--- src/rtl/pipeline_ctrl_pkg.sv ---
`default_nettype none
// ============================================================================
//  Module      : pipeline_ctrl_pkg
//  Description : Shared types and constants for the pipeline hazard and
//                sequencing controller.
//  Revision    : 1.0 - initial release
// ============================================================================
package pipeline_ctrl_pkg;

    // Default width of the saturating stall-cycle counter
    localparam int PCTRL_CNT_W = 16;

    // Default register index width
    localparam int PCTRL_REG_W = 5;

    // Controller FSM states
    typedef enum logic [1:0] {
        RUN   = 2'd0,
        DWAIT = 2'd1,
        HALT  = 2'd2
    } pctrl_state_t;

endpackage : pipeline_ctrl_pkg
`default_nettype wire

--- src/rtl/pipeline_ctrl_hazard_detect.sv ---
`default_nettype none
// ============================================================================
//  Module      : hazard_detect
//  Description : Load-use detector. Flags a load in EX whose destination is
//                a source of the instruction in ID. Register 0 never hazards.
//  Revision    : 1.0 - initial release
// ============================================================================
module hazard_detect #(
    parameter int REG_W = 5
) (
    input  logic             memread_ID_EX,
    input  logic [REG_W-1:0] Rt_ID_EX,
    input  logic [REG_W-1:0] Rs_IF_ID,
    input  logic [REG_W-1:0] Rt_IF_ID,
    output logic             lu
);

    // Destination match against either ID source, ignoring register 0
    always_comb begin
        lu = memread_ID_EX
           & (Rt_ID_EX != '0)
           & ((Rt_ID_EX == Rs_IF_ID) | (Rt_ID_EX == Rt_IF_ID));
    end

endmodule : hazard_detect
`default_nettype wire

--- src/rtl/pipeline_ctrl.sv ---
`default_nettype none
// ============================================================================
//  Module      : pipeline_ctrl
//  Description : Hazard and sequencing controller for the five-stage
//                pipeline. Drives the pipeline register enables/flushes and
//                the PC enable, resolves memory wait, branch, load-use and
//                fetch-miss conditions by fixed priority, latches halt and
//                counts stall cycles (saturating).
//  Revision    : 1.0 - initial release
// ============================================================================
module pipeline_ctrl
    import pipeline_ctrl_pkg::*;
#(
    parameter int CNT_W = PCTRL_CNT_W,
    parameter int REG_W = PCTRL_REG_W
) (
    input  logic             CLK,
    input  logic             RST,
    input  logic             ihit,
    input  logic             dhit,
    input  logic             dmemREN_EX_MEM,
    input  logic             dmemWEN_EX_MEM,
    input  logic             halt_EX_MEM,
    input  logic             pc_src_EX_MEM,
    input  logic             memread_ID_EX,
    input  logic [REG_W-1:0] Rt_ID_EX,
    input  logic [REG_W-1:0] Rs_IF_ID,
    input  logic [REG_W-1:0] Rt_IF_ID,
    output logic             pc_enable,
    output logic             enable_IF_ID,
    output logic             enable_ID_EX,
    output logic             enable_EX_MEM,
    output logic             enable_MEM_WB,
    output logic             flush_IF_ID,
    output logic             flush_ID_EX,
    output logic             flush_EX_MEM,
    output logic             halt,
    output logic [CNT_W-1:0] stall_count
);

    pctrl_state_t     state_q, state_d;
    logic             halt_q, halt_d;
    logic [CNT_W-1:0] stall_count_q, stall_count_d;
    logic             mreq;
    logic             lu;
    logic             resolve;

    hazard_detect #(
        .REG_W (REG_W)
    ) u_hazard_detect (
        .memread_ID_EX (memread_ID_EX),
        .Rt_ID_EX      (Rt_ID_EX),
        .Rs_IF_ID      (Rs_IF_ID),
        .Rt_IF_ID      (Rt_IF_ID),
        .lu            (lu)
    );

    assign mreq = dmemREN_EX_MEM | dmemWEN_EX_MEM;

    // Next state and zero-latency enable/flush decode; everything idles in reset
    always_comb begin
        state_d       = state_q;
        halt_d        = halt_q;
        resolve       = 1'b0;
        pc_enable     = 1'b0;
        enable_IF_ID  = 1'b0;
        enable_ID_EX  = 1'b0;
        enable_EX_MEM = 1'b0;
        enable_MEM_WB = 1'b0;
        flush_IF_ID   = 1'b0;
        flush_ID_EX   = 1'b0;
        flush_EX_MEM  = 1'b0;

        if (!RST) begin
            case (state_q)
                RUN: begin
                    // An access completing this very cycle is not a stall
                    if (mreq && !dhit) begin
                        state_d = DWAIT;
                    end else begin
                        resolve = 1'b1;
                    end
                end
                DWAIT: begin
                    if (dhit) begin
                        state_d = RUN;
                        resolve = 1'b1;
                    end
                end
                default: ;  // HALT: frozen until reset
            endcase

            if (resolve) begin
                if (halt_EX_MEM) begin
                    // Let the halt retire through writeback, freeze the rest
                    enable_MEM_WB = 1'b1;
                    state_d       = HALT;
                    halt_d        = 1'b1;
                end else if (pc_src_EX_MEM) begin
                    // Branch wins over load-use and fetch miss; the PC takes
                    // the target regardless of ihit and the wrong-path
                    // instructions (including any in-flight fetch) are squashed
                    pc_enable     = 1'b1;
                    enable_IF_ID  = 1'b1;
                    enable_ID_EX  = 1'b1;
                    enable_EX_MEM = 1'b1;
                    enable_MEM_WB = 1'b1;
                    flush_IF_ID   = 1'b1;
                    flush_ID_EX   = 1'b1;
                    flush_EX_MEM  = 1'b1;
                end else if (lu) begin
                    // Hold PC and IF/ID, inject a bubble into EX
                    enable_ID_EX  = 1'b1;
                    flush_ID_EX   = 1'b1;
                    enable_EX_MEM = 1'b1;
                    enable_MEM_WB = 1'b1;
                end else if (!ihit) begin
                    // Fetch miss: hold PC, bubble into ID, drain downstream
                    enable_IF_ID  = 1'b1;
                    flush_IF_ID   = 1'b1;
                    enable_ID_EX  = 1'b1;
                    enable_EX_MEM = 1'b1;
                    enable_MEM_WB = 1'b1;
                end else begin
                    pc_enable     = 1'b1;
                    enable_IF_ID  = 1'b1;
                    enable_ID_EX  = 1'b1;
                    enable_EX_MEM = 1'b1;
                    enable_MEM_WB = 1'b1;
                end
            end
        end
    end

    // Saturating stall counter: counts PC-held cycles outside HALT
    always_comb begin
        stall_count_d = stall_count_q;
        if (!pc_enable && (state_q != HALT) && (stall_count_q != '1)) begin
            stall_count_d = stall_count_q + 1'b1;
        end
    end

    // State, halt flag and counter registers with synchronous reset
    always_ff @(posedge CLK) begin
        if (RST) begin
            state_q       <= RUN;
            halt_q        <= 1'b0;
            stall_count_q <= '0;
        end else begin
            state_q       <= state_d;
            halt_q        <= halt_d;
            stall_count_q <= stall_count_d;
        end
    end

    assign halt        = halt_q;
    assign stall_count = stall_count_q;

endmodule : pipeline_ctrl
`default_nettype wire

--- config.mk ---
export PLATFORM = sky130hd
export DESIGN_NAME = pipeline_ctrl
export DESIGN_NICKNAME = d
export VERILOG_FILES = /design/src/rtl/pipeline_ctrl_pkg.sv /design/src/rtl/pipeline_ctrl_hazard_detect.sv /design/src/rtl/pipeline_ctrl.sv
export SDC_FILE = /design/constraint.sdc
export NUM_CORES = 1
export LEC_CHECK = 0
export CAP_MARGIN = 20
export CORE_UTILIZATION = 61
export CTS_CLUSTER_DIAMETER = 30
export CTS_CLUSTER_SIZE = 10
export DETAILED_ROUTE_END_ITERATION = 16
export DONT_BUFFER_PORTS = 1
export GPL_TIMING_DRIVEN = 0
export PLACE_DENSITY = 0.76
export SYNTH_ARGS = -nofsm -noshare
export SYNTH_HDL_FRONTEND = slang
export SYNTH_HIERARCHICAL = 1
export SYNTH_SLANG_ARGS = --single-unit
--- constraint.sdc ---
create_clock -name CLK -period 2.9 [get_ports CLK]
set_input_delay 0.435 -clock CLK [delete_from_list [all_inputs] [get_ports CLK]]
set_output_delay 0.435 -clock CLK [all_outputs]
set_load 0.05 [all_outputs]
==> out/results.ini, run 1 <==
[status]
status = completed

[final_layout]
drive_above_1_share = 0.0980
diodes = 0
fin_util = 0.703
synthToLayoutAreaGrowth_pct = 5.54
fin_nets = 179

[clock_network]
clockBufferDepth = 2
ctsRootBufferMaster = clkbuf_4
numCtsBuffers = 3
clk_latency_ps = 300
clk_pin_slew_ps = 110
post_cts_resized = 0
cts_htree_levels = 1
tritoncts = yes
cts_hold_buf = 0
post-cts-setup-buffers = 0
cts.sinks = 19

[power_and_ir_drop]
p_clk_frac = 0.249
power_leakage_nw = 0.407
ir_worst_vdd_v = 0.000322
p_switching_w = 0.000184
p_total_w = 0.000544
pwr-share-seq = 0.576
internal-power_w = 0.000360
p_sw_frac = 0.339
power.density_nw_per_um2 = 439
share_comb_of_total_power = 0.176

[global_routing]
grt_pass1_wl_um = 3890
grt_usage = 0.255
grt_max_degree = 11
grt_overflow = 0
antenna_found_initial = 0
first_global_vias = 947

[placement]
pre_cts_ws_ps = 398
dp_hpwl_um = 1880
port_buffers = 0
finalWeightedCongestion = 0.840

[setup_path]
critPathArrivalTime_ps = 2230
cp_max_fo = 8
crit_slowest_cell = and2_1
cp-start-kind = register
crit_path_cell_trace = nor3_1, o2111ai_2, inv_1, and2_1
cpPeakStageDelay_ps = 510
required_ps = 2470
r2r_setup_slack_ps = 510
crit_type = register to output port
cp-end-kind = output port

[die]
die_height_um = 45.9
num_io_pins = 49
core_um2 = 1760
die_x_um = 45.9
die_area_um2 = 2110
row_count = 15
start_util = 0.666

[timing]
holdWs_ps = 215
worstMarginPinSlew_ps = 912
min_period_ps = 2670
skew_ps = 5.47
finalSetupTns_ps = 0
fmax_mhz = 375
fin_crit_sh = 0.920
finalMaxSlewViolations = 0
setup_violations = 0
slew_headroom = 0.390
timing.final.ws_setup_ps = 233
hold_violations = 0
rsz0062_at_grt = no

[min_path]
holdCritPathClass = primary input to register

[synth]
ys_ff_latch = 19
synth_fp_nets = 173
ys.flop_type = dfxtp_1
synthesis.area_um2 = 1170
avgSynthCellArea_um2 = 7.94
synth_cells = 148
ys_warn_count = 6
ys_seq_area_frac = 0.324
async_flop_share = 0
synth_cell_type_count = 38
synth_edf_count = 0

[drt]
drt-pass1-iter-count = 4
totalWireLength_um = 2420
avgViaCountPerCell = 6.20
wl_per_cell_um = 13.6
drtAntennaViolNets = 0
drt_iter0_markers = 14
via_count = 1103
drc = 0

[flow_run]
drv_cap = 0

flip-flops by register name, summed over array words and instances (netlist names):
register / count
stall_count: 16
halt: 1
state_q: 2
cells in the final DEF, fill, tap and decap left out, types with 3 or more instances in the layout:
cell type	n
nor3_1	4
o21ai_1	8
inv_1	10
nand3_1	8
clkbuf_4	3
or3_1	10
xor2_1	8
o21ai_0	4
a21oi_1	14
xnor2_1	4
dfxtp_1	19
nand2_1	4
nor2_1	18
nor2b_1	3
nand4_1	4
or4_1	3
final timing paths:
check | start | cells past startpoint | endpoint
max | state_q[0] | 4 | flush_EX_MEM
min | dhit | 1 | state_q[0]
max reg2reg | stall_count[1] | 7 | stall_count[1]
min reg2reg | state_q[0] | 2 | state_q[0]
power by group through the flow:
stage,sequential (W),clock [W],combinational [W]
floorplan,0.000315,0,0.0000828
global placement,0.000318,0,0.0000914
detailed placement,0.000319,0,0.0000956
CTS,0.000313,0.000141,0.0000961
global route,0.000315,0.000149,0.000106
finish,0.000313,0.000135,0.0000955
worst max-delay path: cells and delay by family (launching register included):
family | cells | cell delay [ps]
flip-flops | 1 | 340
AO/OA/AOI/OAI | 1 | 300
AND/OR/NAND/NOR | 2 | 810
buffers and inverters | 1 | 470
final cells by class:
cell class              instances  area (um^2)
multi-input cells             115          727
fillers                       160          524
flip-flops and latches         19          380
inverters                      10         37.5
well taps                      25         31.3
plain buffers                   4         30.0
clock buffers                   4         26.3
repair buffers                  1         7.51
per-stage QoR:
stage | cell area (um^2) | std cells
6_report | 1240 | 178
2_1_floorplan | 1170 | 148
5_1_grt | 1240 | 178
3_5_place_dp | 1210 | 174
3_3_place_gp | 1210 | 173
4_1_cts | 1240 | 178
kinds of logic (layout without fill, tap and decap cells):
family,Yosys count,after routing,synth area share
xor gates and xnor gates,12,12,0.0895
muxes,3,3,0.0277
and+or+nand+nor,63,63,0.293
AOI/OAI and AO/OA,36,36,0.198
adders and majority gates,1,1,0.0106
buffers and inverters,14,19,0.0575
DFF,19,19,0.324
cells in the mapped netlist, drive strengths merged (2+ instances only):
cell	n	area [um^2]
dfxtp	19	380
nor2	18	67.6
a21oi	16	87.6
o21ai	12	60.1
inv	10	37.5
or3	10	62.6
nand3	8	40.0
xor2	8	70.1
nand4	5	37.5
nand2	4	15.0
nor3	4	20.0
or4	4	33.8
xnor2	4	35.0
buf	3	26.3
nor2b	3	18.8
and2	2	12.5
mux2	2	22.5
nor4	2	12.5
o2111ai	2	23.8
o211ai	2	28.8
layer usage:
layer / track usage / vias to the layer above / share of wire
met2: 0.428 / 41 / 0.50
met5: 0 / - / 0
met3: 0.0556 / 8 / 0.063
met1: 0.297 / 505 / 0.42
met4: 0.141 / 0 / 0.025
li1: - / 549 / -
Note: power is estimated with default switching activity, not from simulation.
==> run 2: changes to the inputs <==
--- a/config.mk
+++ b/config.mk
@@ -6,11 +6,13 @@
 export NUM_CORES = 1
 export LEC_CHECK = 0
 export CAP_MARGIN = 20
+export CORE_MARGIN = 8
 export CORE_UTILIZATION = 61
 export CTS_CLUSTER_DIAMETER = 30
 export CTS_CLUSTER_SIZE = 10
 export DETAILED_ROUTE_END_ITERATION = 16
 export DONT_BUFFER_PORTS = 1
+export GPL_ROUTABILITY_DRIVEN = 0
 export GPL_TIMING_DRIVEN = 0
 export PLACE_DENSITY = 0.76
 export SYNTH_ARGS = -nofsm -noshare
==> run 2 against run 1 <==
Against the previous run:
- core utilization fell by 4.3 points
- combinational power barely moved
- worst hold slack barely moved
- cell area rose by 0.20%
- wire length rose by 15%
- sequential share of layout area fell by 0.062 points
- cell count rose by 1.1%
- non-clock buffer count did not move
- worst setup slack improved by 48 ps
- largest power group unchanged
==> out/results.ini, run 2 (synthesized netlist as in run 1, its figures left out) <==
[status]
status = completed

[clock_network]
tritoncts = yes
cts.sinks = 19  ; unchanged
cts_htree_levels = 1  ; unchanged
numCtsBuffers = 3  ; unchanged
clk_pin_slew_ps = 110  ; about the same
post_cts_resized = 0  ; unchanged
clockBufferDepth = 2  ; unchanged
clk_latency_ps = 300  ; about the same
post-cts-setup-buffers = 0  ; unchanged
ctsRootBufferMaster = clkbuf_4
cts_hold_buf = 0  ; unchanged

[power_and_ir_drop]
ir_worst_vdd_v = 0.000322  ; about the same
p_switching_w = 0.000184  ; about the same
internal-power_w = 0.000360  ; about the same
power.density_nw_per_um2 = 438  ; -0.20%
p_clk_frac = 0.250  ; about the same
power_leakage_nw = 0.407  ; unchanged
pwr-share-seq = 0.575  ; about the same
share_comb_of_total_power = 0.175  ; about the same
p_total_w = 0.000544  ; about the same
p_sw_frac = 0.339  ; about the same

[timing]
fin_crit_sh = 0.903  ; -0.0166
hold_violations = 0  ; unchanged
rsz0062_at_grt = no
finalMaxSlewViolations = 0  ; unchanged
slew_headroom = 0.388  ; -0.00204
skew_ps = 5.29  ; -0.176 ps
finalSetupTns_ps = 0  ; unchanged
fmax_mhz = 382  ; +1.8%
min_period_ps = 2620  ; -48.1 ps
setup_violations = 0  ; unchanged
worstMarginPinSlew_ps = 915  ; +3.04 ps

[final_layout]
largest_reg_flops = 16  ; unchanged
fin_util = 0.660  ; -0.0426
drive_above_1_share = 0.0980  ; unchanged
synthToLayoutAreaGrowth_pct = 5.75
stdcell_count = 180  ; +1.1%
layout_common_cells = dfxtp_1 (19), nor2_1 (18), a21oi_1 (14)
final_common_cell = dfxtp_1
fin_nets = 179  ; unchanged
diodes = 0  ; unchanged
design_area_um2 = 1240  ; +0.20%

[drt]
drc = 0  ; unchanged
totalWireLength_um = 2780  ; +15%
via_count = 1089  ; -1.3%
wl_per_cell_um = 15.4  ; +14%
drtAntennaViolNets = 0  ; unchanged
drt_iter0_markers = 19  ; +5
avgViaCountPerCell = 6.05  ; -2.4%
drt-pass1-iter-count = 4  ; unchanged

[global_routing]
grt_overflow = 0  ; unchanged
grt_pass1_wl_um = 4430  ; +14%
first_global_vias = 981  ; +3.6%
grt_max_degree = 11  ; unchanged
antenna_found_initial = 0  ; unchanged
grt_usage = 0.158  ; -0.0978

[die]
die_area_um2 = 3590  ; +70%
num_io_pins = 49  ; unchanged
die_x_um = 59.9  ; +31%
core_um2 = 1880  ; +6.7%
start_util = 0.624  ; -0.0416
row_count = 16  ; +1
die_height_um = 59.9  ; +31%

[placement]
dp_hpwl_um = 2230  ; +18%
dp.cells = 176  ; +1.1%
postPlaceCellArea_um2 = 1220  ; +0.21%
port_buffers = 0  ; unchanged

[setup_path]
critPathArrivalTime_ps = 2180  ; -50 ps
cp-end-kind = output port
cp_max_fo = 8  ; unchanged
crit_type = register to output port
cp-start-kind = register
required_ps = 2470  ; about the same

[flow_run]
drv_cap = 0  ; unchanged

[min_path]
holdCritPathClass = primary input to register

-- run 2: critical path: stages (launching register included) --
cell and delay, ps:
dfxtp_1 340, nor3_1 280, o2111ai_2 280, inv_1 470
and2_1 520
-- run 2: metrics by stage --
step	setup WS (ps)	hold slack [ps]
floorplan	485	480
global placement	405	493
detailed placement	286	510
CTS	260	212
global route	129	213
finish	281	215
-- run 2: path summary, 6_finish.rpt --
kind                  start              end  slack, ps  depth (start not counted)
min reg2reg      state_q[0]       state_q[0]        520                          2
max reg2reg  stall_count[3]  stall_count[12]        510                          5
max              state_q[0]     flush_EX_MEM        280                          4
min                    dhit       state_q[0]        210                          1
-- run 2: routing by layer --
layer	up-vias	wire length, um	global-route usage
li1	541	-	-
met2	42	1340	0.266
met3	9	311	0.0774
met1	497	1070	0.164
met4	0	51	0.0578
met5	-	0	0
-- run 2: area by class of cell --
type | instances | area, um^2
Fill cell | 178 | 639
Tap cell | 27 | 33.8
Multi-Input combinational cell | 115 | 727
Buffer | 4 | 30.0
Inverter | 10 | 37.5
Timing Repair Buffer | 1 | 7.51
Sequential cell | 19 | 380
Clock buffer | 4 | 26.3
-- run 2: power groups by stage --
stage | registers, W | logic [W] | clock network, W
6_report | 0.000313 | 0.0000952 | 0.000136
5_1_grt | 0.000315 | 0.000105 | 0.000145
4_1_cts | 0.000313 | 0.0000961 | 0.000138
3_5_place_dp | 0.000319 | 0.0000957 | 0
3_3_place_gp | 0.000319 | 0.0000911 | 0
2_1_floorplan | 0.000315 | 0.0000828 | 0
